**config.mk**
```make
export PLATFORM = sky130hd
export DESIGN_NAME = ov7670_sccb_config_seq
export DESIGN_NICKNAME = d
export VERILOG_FILES = /design/src/rtl/ov7670_sccb_config_seq.sv
export SDC_FILE = /design/constraint.sdc
export NUM_CORES = 1
export LEC_CHECK = 0
export CORE_AREA = 10 10 148 150
export CTS_CLUSTER_SIZE = 16
export DETAILED_ROUTE_END_ITERATION = 16
export DIE_AREA = 0 0 158 160
export PLACE_DENSITY = 0.47
export SYNTH_ARGS = -nofsm -noshare
export SYNTH_HDL_FRONTEND = slang
export SYNTH_SLANG_ARGS = --single-unit
```
**constraint.sdc**
```tcl
create_clock -name clk -period 3.1 [get_ports clk]
set_clock_uncertainty 0.1 [all_clocks]
set_input_delay 0.31 -clock clk [delete_from_list [all_inputs] [get_ports clk]]
set_output_delay 0.31 -clock clk [all_outputs]
set_load 0.005 [all_outputs]
```
**src/rtl/ov7670_sccb_config_seq.sv**
```systemverilog
// ov7670_sccb_config_seq
// Walks a table of OV7670 register writes held in an external synchronous ROM.
// For each entry it drives the i2c_master command and write-data streams.
// Table entries are {reg_addr, value}:
//   reg_addr 8'hFF ends the table.
//   reg_addr 8'hFE waits value*WAIT_UNIT clocks.
//   Any other reg_addr is an SCCB register write.
// Optional feature macro: SCCB_READBACK_EN. When defined, each written
// register is read back and compared with the written value, and
// mismatch_cnt counts the disagreements.
module ov7670_sccb_config_seq #(
  parameter logic [6:0] DEV_ADDR    = 7'h21,
  parameter int         NUM_ENTRIES = 64,
  parameter int         ADDR_W      = 6,
  parameter int         WAIT_UNIT   = 100000
) (
  input  logic              clk,
  input  logic              rst,
  input  logic              start,
  output logic              busy,
  output logic              done,
  output logic              err,
  output logic [7:0]        entry_idx,
  output logic [ADDR_W-1:0] rom_addr,
  input  logic [15:0]       rom_data,
  output logic [6:0]        cmd_address,
  output logic              cmd_start,
  output logic              cmd_read,
  output logic              cmd_write,
  output logic              cmd_write_multiple,
  output logic              cmd_stop,
  output logic              cmd_valid,
  input  logic              cmd_ready,
  output logic [7:0]        data_tdata,
  output logic              data_tvalid,
  input  logic              data_tready,
  output logic              data_tlast,
  input  logic [7:0]        rd_tdata,
  input  logic              rd_tvalid,
  output logic              rd_tready,
  input  logic              i2c_busy,
  input  logic              missed_ack,
  output logic [7:0]        mismatch_cnt
);

  typedef enum logic [3:0] {
    S_IDLE,
    S_FETCH,
    S_DECODE,
    S_CMD,
    S_ADDR_BYTE,
    S_VAL_BYTE,
    S_WAIT_IDLE,
    S_DELAY,
`ifdef SCCB_READBACK_EN
    S_RB_CMD_W,
    S_RB_ADDR,
    S_RB_CMD_R,
    S_RB_DATA,
`endif
    S_DONE
  } state_t;

  state_t      state_q;
  logic [7:0]  idx_q;
  logic        busy_q;
  logic        done_q;
  logic        err_q;
  logic [7:0]  regAddr_q;
  logic [7:0]  value_q;
  logic [31:0] delayCnt_q;
  logic        waitCnt_q;
  logic        cmdValid_q;
  logic        cmdStart_q;
  logic        cmdWm_q;
  logic        cmdStop_q;
  logic        dataValid_q;
  logic        dataLast_q;
  logic [7:0]  dataData_q;
  logic [31:0] delayLoad_d;
  logic        lastEntry;

`ifdef SCCB_READBACK_EN
  logic        cmdRead_q;
  logic        cmdWrite_q;
  logic        rdReady_q;
  logic [7:0]  mismatch_q;

  assign cmd_read     = cmdRead_q;
  assign cmd_write    = cmdWrite_q;
  assign rd_tready    = rdReady_q;
  assign mismatch_cnt = mismatch_q;
`else
  // Read data only matters when readback is compiled in.
  // Stale bytes are still drained by keeping rd_tready high.
  logic unusedRd;
  assign unusedRd     = ^{rd_tdata, rd_tvalid};
  assign cmd_read     = 1'b0;
  assign cmd_write    = 1'b0;
  assign rd_tready    = 1'b1;
  assign mismatch_cnt = 8'd0;
`endif

  assign delayLoad_d = 32'(rom_data[7:0]) * 32'(WAIT_UNIT) - 32'd1;
  assign lastEntry   = (idx_q == 8'(NUM_ENTRIES - 1));

  assign busy               = busy_q;
  assign done               = done_q;
  assign err                = err_q;
  assign entry_idx          = idx_q;
  assign rom_addr           = idx_q[ADDR_W-1:0];
  assign cmd_address        = DEV_ADDR;
  assign cmd_start          = cmdStart_q;
  assign cmd_write_multiple = cmdWm_q;
  assign cmd_stop           = cmdStop_q;
  assign cmd_valid          = cmdValid_q;
  assign data_tdata         = dataData_q;
  assign data_tvalid        = dataValid_q;
  assign data_tlast         = dataLast_q;

  // Sequencer FSM. Every output is a register, so valid and payload change
  // only on the handshake edge. Finishing an entry either moves on to the
  // next index or, after the final table slot, parks in DONE.
  always_ff @(posedge clk or posedge rst) begin
    if (rst) begin
      state_q     <= S_IDLE;
      idx_q       <= '0;
      busy_q      <= 1'b0;
      done_q      <= 1'b0;
      err_q       <= 1'b0;
      regAddr_q   <= '0;
      value_q     <= '0;
      delayCnt_q  <= '0;
      waitCnt_q   <= 1'b0;
      cmdValid_q  <= 1'b0;
      cmdStart_q  <= 1'b0;
      cmdWm_q     <= 1'b0;
      cmdStop_q   <= 1'b0;
      dataValid_q <= 1'b0;
      dataLast_q  <= 1'b0;
      dataData_q  <= '0;
`ifdef SCCB_READBACK_EN
      cmdRead_q   <= 1'b0;
      cmdWrite_q  <= 1'b0;
      rdReady_q   <= 1'b1;
      mismatch_q  <= '0;
`endif
    end else begin
      case (state_q)
        S_IDLE, S_DONE: begin
          if (start) begin
            state_q <= S_FETCH;
            idx_q   <= '0;
            busy_q  <= 1'b1;
            done_q  <= 1'b0;
            err_q   <= 1'b0;
`ifdef SCCB_READBACK_EN
            rdReady_q  <= 1'b0;
            mismatch_q <= '0;
`endif
          end
        end
        S_FETCH: begin
          state_q <= S_DECODE;
        end
        S_DECODE: begin
          regAddr_q <= rom_data[15:8];
          value_q   <= rom_data[7:0];
          if (rom_data[15:8] == 8'hFF) begin
            state_q <= S_DONE;
            busy_q  <= 1'b0;
            done_q  <= 1'b1;
`ifdef SCCB_READBACK_EN
            rdReady_q <= 1'b1;
`endif
          end else if (rom_data[15:8] == 8'hFE) begin
            if (rom_data[7:0] == 8'd0) begin
              state_q <= lastEntry ? S_DONE : S_FETCH;
              idx_q   <= lastEntry ? idx_q : idx_q + 8'd1;
              busy_q  <= ~lastEntry;
              done_q  <= lastEntry;
`ifdef SCCB_READBACK_EN
              rdReady_q <= lastEntry;
`endif
            end else begin
              delayCnt_q <= delayLoad_d;
              state_q    <= S_DELAY;
            end
          end else begin
            state_q    <= S_CMD;
            cmdValid_q <= 1'b1;
            cmdStart_q <= 1'b1;
            cmdWm_q    <= 1'b1;
            cmdStop_q  <= 1'b1;
          end
        end
        S_CMD: begin
          if (cmd_ready) begin
            cmdValid_q  <= 1'b0;
            cmdStart_q  <= 1'b0;
            cmdWm_q     <= 1'b0;
            cmdStop_q   <= 1'b0;
            dataValid_q <= 1'b1;
            dataData_q  <= regAddr_q;
            dataLast_q  <= 1'b0;
            state_q     <= S_ADDR_BYTE;
          end
        end
        S_ADDR_BYTE: begin
          if (data_tready) begin
            dataData_q <= value_q;
            dataLast_q <= 1'b1;
            state_q    <= S_VAL_BYTE;
          end
        end
        S_VAL_BYTE: begin
          if (data_tready) begin
            dataValid_q <= 1'b0;
            dataLast_q  <= 1'b0;
            dataData_q  <= '0;
            waitCnt_q   <= 1'b1;
            state_q     <= S_WAIT_IDLE;
          end
        end
        S_WAIT_IDLE: begin
          if (waitCnt_q) begin
            waitCnt_q <= 1'b0;
          end else if (!i2c_busy) begin
`ifdef SCCB_READBACK_EN
            state_q    <= S_RB_CMD_W;
            cmdValid_q <= 1'b1;
            cmdStart_q <= 1'b1;
            cmdWrite_q <= 1'b1;
`else
            state_q <= lastEntry ? S_DONE : S_FETCH;
            idx_q   <= lastEntry ? idx_q : idx_q + 8'd1;
            busy_q  <= ~lastEntry;
            done_q  <= lastEntry;
`endif
          end
        end
        S_DELAY: begin
          if (delayCnt_q == 32'd0) begin
            state_q <= lastEntry ? S_DONE : S_FETCH;
            idx_q   <= lastEntry ? idx_q : idx_q + 8'd1;
            busy_q  <= ~lastEntry;
            done_q  <= lastEntry;
`ifdef SCCB_READBACK_EN
            rdReady_q <= lastEntry;
`endif
          end else begin
            delayCnt_q <= delayCnt_q - 32'd1;
          end
        end
`ifdef SCCB_READBACK_EN
        S_RB_CMD_W: begin
          if (cmd_ready) begin
            cmdValid_q  <= 1'b0;
            cmdStart_q  <= 1'b0;
            cmdWrite_q  <= 1'b0;
            dataValid_q <= 1'b1;
            dataData_q  <= regAddr_q;
            dataLast_q  <= 1'b1;
            state_q     <= S_RB_ADDR;
          end
        end
        S_RB_ADDR: begin
          if (data_tready) begin
            dataValid_q <= 1'b0;
            dataLast_q  <= 1'b0;
            dataData_q  <= '0;
            cmdValid_q  <= 1'b1;
            cmdStart_q  <= 1'b1;
            cmdRead_q   <= 1'b1;
            cmdStop_q   <= 1'b1;
            state_q     <= S_RB_CMD_R;
          end
        end
        S_RB_CMD_R: begin
          if (cmd_ready) begin
            cmdValid_q <= 1'b0;
            cmdStart_q <= 1'b0;
            cmdRead_q  <= 1'b0;
            cmdStop_q  <= 1'b0;
            rdReady_q  <= 1'b1;
            state_q    <= S_RB_DATA;
          end
        end
        S_RB_DATA: begin
          if (rd_tvalid) begin
            if (rd_tdata != value_q && mismatch_q != 8'hFF) begin
              mismatch_q <= mismatch_q + 8'd1;
            end
            state_q   <= lastEntry ? S_DONE : S_FETCH;
            idx_q     <= lastEntry ? idx_q : idx_q + 8'd1;
            busy_q    <= ~lastEntry;
            done_q    <= lastEntry;
            rdReady_q <= lastEntry;
          end
        end
`endif
        default: begin
          state_q <= S_IDLE;
        end
      endcase
      if (busy_q && missed_ack) begin
        err_q <= 1'b1;
      end
    end
  end

endmodule

```
==> results.py, run 1 <==
metrics = {
    "floorplan": {
        "rows": 51,
        "pin_count": 81,
        "die_w_um": 158,
        "dieArea_mm2": 0.0253,
        "die_h_um": 160,
        "start_util_pct": 31.4,
        "core_area_mm2": 0.0191,
    },
    "worst_setup_path": {
        "end_kind": "flop",
        "crit_path_start_kind": "primary input",
        "required_ps": 3280,
        "crit_fanout": 7,
        "crit_arrival_ps": 4440,
        "path_class": "in2reg",
    },
    "power": {
        "switching_share_pct": 39.3,
        "ir_drop_mv": 0.338,
        "p_total_uw": 6770,
        "total_leakage_power_uw": 0.00394,
        "power.share.sequential_pct": 24.5,
        "combPwrFrac_pct": 57.4,
        "p_int_uw": 4110,
        "p_switching_uw": 2660,
        "power_density_mw_per_mm2": 789,
        "clkPwrFrac_pct": 18.1,
    },
    "synthesis": {
        "yosysTopAreaCellShare_pct": 31.3,
        "synth_edf_count": 0,
        "syn_area_mm2": 0.00599,
        "netlist_instances": 687,
        "yosys.area.top_type": "dfrtp_1",
        "syn_area_per_cell_um2": 8.72,
        "ys_seq_area_share_pct": 31.3,
        "async_flop_share_pct": 100,
        "yosysUniqueCellTypes": 64,
        "ys_ff_latch": 75,
        "synth_flop_cell": "dfrtp_1",
        "yosysMostFrequentCell": "nand2_1",
        "synth.area.top_cells": "dfrtp_1, ha_1, nand2_1",
        "synth_common_cells": "nand2_1, dfrtp_1, ha_1",
        "yosys_warnings": 0,
    },
    "detailed_routing": {
        "viasPerCell": 5.15,
        "avgRoutedWirePerCell_um": 16.4,
        "wirelength_um": 17900,
        "drcViolationCount": 0,
        "ant_nets": 0,
        "drt_first_iter_violations": 259,
        "vias": 5624,
        "first_pass_iters": 5,
    },
    "clocking": {
        "cts_tree": "yes",
        "clock_path_buffers": 2,
        "numCtsBuffers": 9,
        "path_clk_slew_ps": 60,
        "cts_sinks": 75,
        "htree_levels": 3,
        "hold_buffers": 0,
        "clock-root-buffer": "clkbuf_16",
        "clk_latency_ps": 340,
    },
    "sta": {
        "period_needed_ps": 4260,
        "setup_viol": 20,
        "slew_headroom_pct": 50.4,
        "grt_setup_unrepaired": "true",
        "setup_ws_ps": -1160,
        "fin_tns_setup_ps": -17970,
        "hold_viol": 0,
        "post-route-period-util_pct": 138,
        "tightest_slew_ps": 743,
        "drv_slew": 0,
        "holdWs_ps": 247,
        "fmax_mhz": 235,
    },
    "global_routing": {
        "grt_usage_pct": 14.4,
        "grt_max_degree": 40,
        "grt_pass1_vias": 5904,
        "grt_overflow_total": 0,
        "grt_pass1_wl_um": 29800,
        "antenna_found_initial": 0,
    },
    "finish": {
        "layout.nets": 951,
        "diodes": 0,
        "drive_gt1_share_pct": 27.9,
        "area_growth_pct": 43.2,
        "post-route-util_pct": 44.9,
    },
    "placed_design": {
        "place.gp.congestion": 0.824,
        "dp_slack_ps": -2050,
        "hpwl_um": 14000,
        "io_buffer_count": 53,
    },
    "worst_hold_path": {
        "hold_class": "in2async",
    },
    "run": {
        "max-cap-violations": 0,
    },
    "status": {
        "violations": "setup timing",
        "outcome": "finished with violations",
    },
}
==> power groups by stage <==
stage / combinational [µW] / clock, µW / sequential (µW)
floorplan: 2090 / 0 / 1580
global placement: 3340 / 0 / 1640
detailed placement: 3390 / 0 / 1660
CTS: 3690 / 1250 / 1650
global route: 4300 / 1290 / 1720
finish: 3890 / 1220 / 1660
==> cells by family (layout without fill, tap and decap cells) <==
logic type	Yosys count	count (layout)	share of synthesized area [%]
flip-flops	75	75	31.3
other	2	18	0.125
multiplexers	3	3	0.522
XOR/XNOR	38	38	5.56
buffers and inverters	84	234	6.98
adder cells (fa/ha/maj)	71	71	16.3
AND/OR/NAND/NOR	253	253	21.4
AO/OA/AOI/OAI	161	161	17.7
==> area by class of cell <==
type / count / area (µm²)
Fill cell: 1821 / 10500
Sequential cell: 75 / 1880
Tap cell: 238 / 298
Clock inverter: 6 / 114
Timing Repair Buffer: 185 / 1590
Multi-Input combinational cell: 544 / 4340
Clock buffer: 10 / 229
Inverter: 33 / 128
==> flip-flops by register name, summed over array words and instances (netlist names) <==
| register | flops |
|---|---|
| data_tvalid | 1 |
| state_q | 4 |
| data_tlast | 1 |
| cmd_stop | 1 |
| err | 1 |
| value_q | 8 |
| done | 1 |
| regAddr_q | 8 |
| busy | 1 |
| delayCnt_q | 32 |
| waitCnt_q | 1 |
| data_tdata | 8 |
| entry_idx | 8 |
==> through the flow <==
step                area, µm²  std cells
finish                   8580       1091
global route             8580       1091
CTS                      8320       1085
detailed placement       7630       1058
global placement         7630       1058
floorplan                6220        703
==> per-layer routing <==
layer	track usage [%]	share of wire, %	vias to the layer above
li1	-	-	2738
met1	17.8	43	2741
met2	24.6	50	129
met3	2.36	4.7	16
met4	4.68	1.6	0
met5	0	0	-
==> path summary, 6_finish.rpt <==
kind                           startpoint              to  slack, ps  cells after the start
max reg2reg                delayCnt_q[15]    entry_idx[0]        280                      9
min reg2reg                  regAddr_q[7]    regAddr_q[7]        380                      2
max                           rom_data[4]  delayCnt_q[27]      -1160                     17
min in group clk              rom_data[3]      value_q[3]        290                      4
max in group asynchronous             rst   data_tdata[6]       2030                      3
min                                   rst   delayCnt_q[4]        250                      2
==> placed cells by master (no fill, tap or decap), types with 23 or more instances in the layout <==
master and instances:
a21oi_1 35, buf_4 120, clkdlybuf4s50_1 45, dfrtp_1 75
ha_1 41, inv_1 30, nand2_1 81, nor2_1 47
nor3_1 23, o21ai_0 36
==> worst max-delay path, stage by stage <==
cell and delay [ps]:
buf_8 100, ha_4 240, ha_4 260, inv_2 30, fa_1 480, inv_1 50
fa_1 520, ha_4 220, buf_6 130, a21o_1 180, a21oi_2 170, xnor2_2 130
nor4_4 320, o21ai_2 100, or4b_4 520, or4_4 580, nand2_2 100
==> timing repair <==
item	CTS	global route
gates cloned	0	0
setup buffers	11	10
resized for setup	62	43
setup endpoints to repair	22	23
pin swaps	44	41
No activity file was read; power rests on OpenSTA's default activity.
==> inputs of run 2 (changes only) <==
--- a/config.mk
+++ b/config.mk
@@ -6,6 +6,7 @@
 export NUM_CORES = 1
 export LEC_CHECK = 0
 export CORE_AREA = 10 10 148 150
+export CTS_CLUSTER_DIAMETER = 80
 export CTS_CLUSTER_SIZE = 16
 export DETAILED_ROUTE_END_ITERATION = 16
 export DIE_AREA = 0 0 158 160
==> results of run 2 <==
Same layout as run 1: the final DEF is identical, and so are final timing and power.
==> inputs of run 3 (changes only) <==
--- a/config.mk
+++ b/config.mk
@@ -6,6 +6,7 @@
 export NUM_CORES = 1
 export LEC_CHECK = 0
 export CORE_AREA = 10 10 148 150
+export CTS_BUF_LIST = sky130_fd_sc_hd__clkbuf_8
 export CTS_CLUSTER_DIAMETER = 80
 export CTS_CLUSTER_SIZE = 16
 export DETAILED_ROUTE_END_ITERATION = 16
==> run 3 against run 2 <==
- the flow still finishes with violations (setup timing)
- sequential cell count unchanged
- clock-buffer cell count decreased by 1
- hold slack got worse by 26 ps
==> results.py, run 3 (same netlist as run 1, synthesis figures left out) <==
metrics = {
    "power": {
        "p_switching_uw": 2650,
        "clkPwrFrac_pct": 14.2,
        "ir_drop_mv": 0.340,
        "combPwrFrac_pct": 60.5,
        "power_density_mw_per_mm2": 764,
        "p_total_uw": 6530,
        "power.share.sequential_pct": 25.3,
        "switching_share_pct": 40.6,
        "total_leakage_power_uw": 0.00393,
        "p_int_uw": 3880,
    },
    "clocking": {
        "clock_path_buffers": 2,
        "path_clk_slew_ps": 90,
        "clock-root-buffer": "clkbuf_8",
        "clk_latency_ps": 370,
        "cts_sinks": 75,
        "cts_tree": "yes",
        "numCtsBuffers": 9,
        "htree_levels": 3,
        "hold_buffers": 0,
    },
    "floorplan": {
        "rows": 51,
        "start_util_pct": 31.4,
        "pin_count": 81,
        "dieArea_mm2": 0.0253,
        "core_area_mm2": 0.0191,
        "die_w_um": 158,
        "die_h_um": 160,
    },
    "finish": {
        "top_register": "delayCnt_q",
        "mostFrequentLayoutCell": "buf_4",
        "most-common-layout-cells": "buf_4, nand2_1, dfrtp_1, nor2_1, clkdlybuf4s50_1",
        "largest_register_ffs": 32,
        "n_fill_cell": 1840,
        "drive_gt1_share_pct": 28.5,
        "area_growth_pct": 42.8,
        "layout.nets": 953,
        "fin_cells": 1093,
        "diodes": 0,
        "post-route-util_pct": 44.8,
    },
    "global_routing": {
        "grt_max_degree": 40,
        "antenna_found_initial": 0,
        "grt_pass1_vias": 5880,
        "grt_usage_pct": 14.2,
        "grt_overflow_total": 0,
        "grt_pass1_wl_um": 29600,
    },
    "sta": {
        "fmax_mhz": 235,
        "period_needed_ps": 4250,
        "post-route-period-util_pct": 137,
        "slew_headroom_pct": 50.0,
        "fin_tns_setup_ps": -17210,
        "setup_ws_ps": -1150,
        "grt_setup_unrepaired": "true",
        "hold_viol": 0,
        "drv_slew": 0,
        "setup_viol": 20,
        "tightest_slew_ps": 748,
    },
    "placed_design": {
        "dp.cells": 1058,
        "io_buffer_count": 53,
        "place.gp.congestion": 0.824,
        "hpwl_um": 14000,
        "dp_slack_ps": -2050,
    },
    "worst_setup_path": {
        "rr_endpoint": "entry_idx[1]",
        "required_ps": 3300,
        "path_cells": "buf_8, ha_4, ha_4, inv_2, fa_1, inv_1, fa_1, ha_4, buf_6, a21o_1, a21oi_2, xnor2_2, nor4_4, o21ai_2, or4b_4, or4_4, nand2_2",
        "r2r_slack_ps": 270,
        "crit_path_start_kind": "primary input",
        "cp-startpoint": "rom_data[4]",
        "reg2reg_from": "delayCnt_q[15]",
        "critical-path-top-delay-family": "adder cells",
        "max_stage_delay_ps": 580,
        "cp.depth": 17,
        "end_kind": "flop",
        "cp_slowest_cell": "or4_4",
        "crit_buf_inv": 4,
        "r2r_cells": 9,
        "crit_arrival_ps": 4450,
        "crit_top_cell": "ha_4",
        "crit_end": "delayCnt_q[27]",
        "path_class": "in2reg",
        "crit_fanout": 7,
    },
    "detailed_routing": {
        "wirelength_um": 17900,
        "vias": 5620,
        "ant_nets": 0,
        "drt_first_iter_violations": 212,
        "avgRoutedWirePerCell_um": 16.4,
        "viasPerCell": 5.14,
        "first_pass_iters": 5,
        "drcViolationCount": 0,
    },
    "status": {
        "outcome": "finished with violations",
        "violations": "setup timing",
    },
    "run": {
        "max-cap-violations": 0,
    },
    "worst_hold_path": {
        "hold_class": "in2async",
    },
}
-- run 3: changes by cell type in the layout (fill, tap and decap cells not counted), sizes merged --
cell / before / now
buf: 134 / 136
inv: 32 / 33
clkbuf: 12 / 11
-- run 3: repair_timing --
item	in CTS	in global routing
pin swaps	44	50
resized for setup	62	53
buffers inserted	11	13
setup endpoints to repair	21	23
-- run 3: through the flow --
step	hold WS [ps]	cell area (µm²)
5_1_grt	267	8550
4_1_cts	205	8220
2_1_floorplan	315	6220
3_3_place_gp	361	7630
6_report	221	8550
3_5_place_dp	364	7630
-- run 3: area by class of cell --
type	instances	area, µm²	share of cell area [%]
Multi-Input combinational cell	544	4410	51.5
Timing Repair Buffer	187	1600	18.7
Clock buffer	9	124	1.45
Inverter	33	128	1.49
Tap cell	238	298	3.48
Clock inverter	7	118	1.38
Sequential cell	75	1880	21.9
-- run 3: worst register-to-register path: cells and delay by family, from the launching register on --
family,cells,cell delay (ps)
buf+inv,1,200
flops,1,450
compound gates,2,570
simple gates,6,1440
-- run 3: layer usage --
metal  share of wire, %  track usage (%)
met1                 44             17.8
met2                 51             24.4
met3                4.0             2.26
met4                1.6             4.42
met5                  0                0
-- run 3: power groups by stage --
stage                     clock [µW]  combinational, µW  sequential, µW
after floorplan                    0               2090            1580
after global placement             0               3340            1640
after detailed placement           0               3390            1660
after CTS                        962               3690            1640
after global routing            1000               4360            1720
final                            931               3950            1650
-- run 3: worst min path at each step --
stage          depth (start not counted)    startpoint      endpoint
2_1_floorplan                          2   rom_data[8]  regAddr_q[0]
3_3_place_gp                           2  regAddr_q[1]  regAddr_q[1]
3_5_place_dp                           2  regAddr_q[7]  regAddr_q[7]
4_1_cts                                2           rst  entry_idx[0]
5_1_grt                                2           rst  entry_idx[0]
6_report                               2           rst  entry_idx[0]
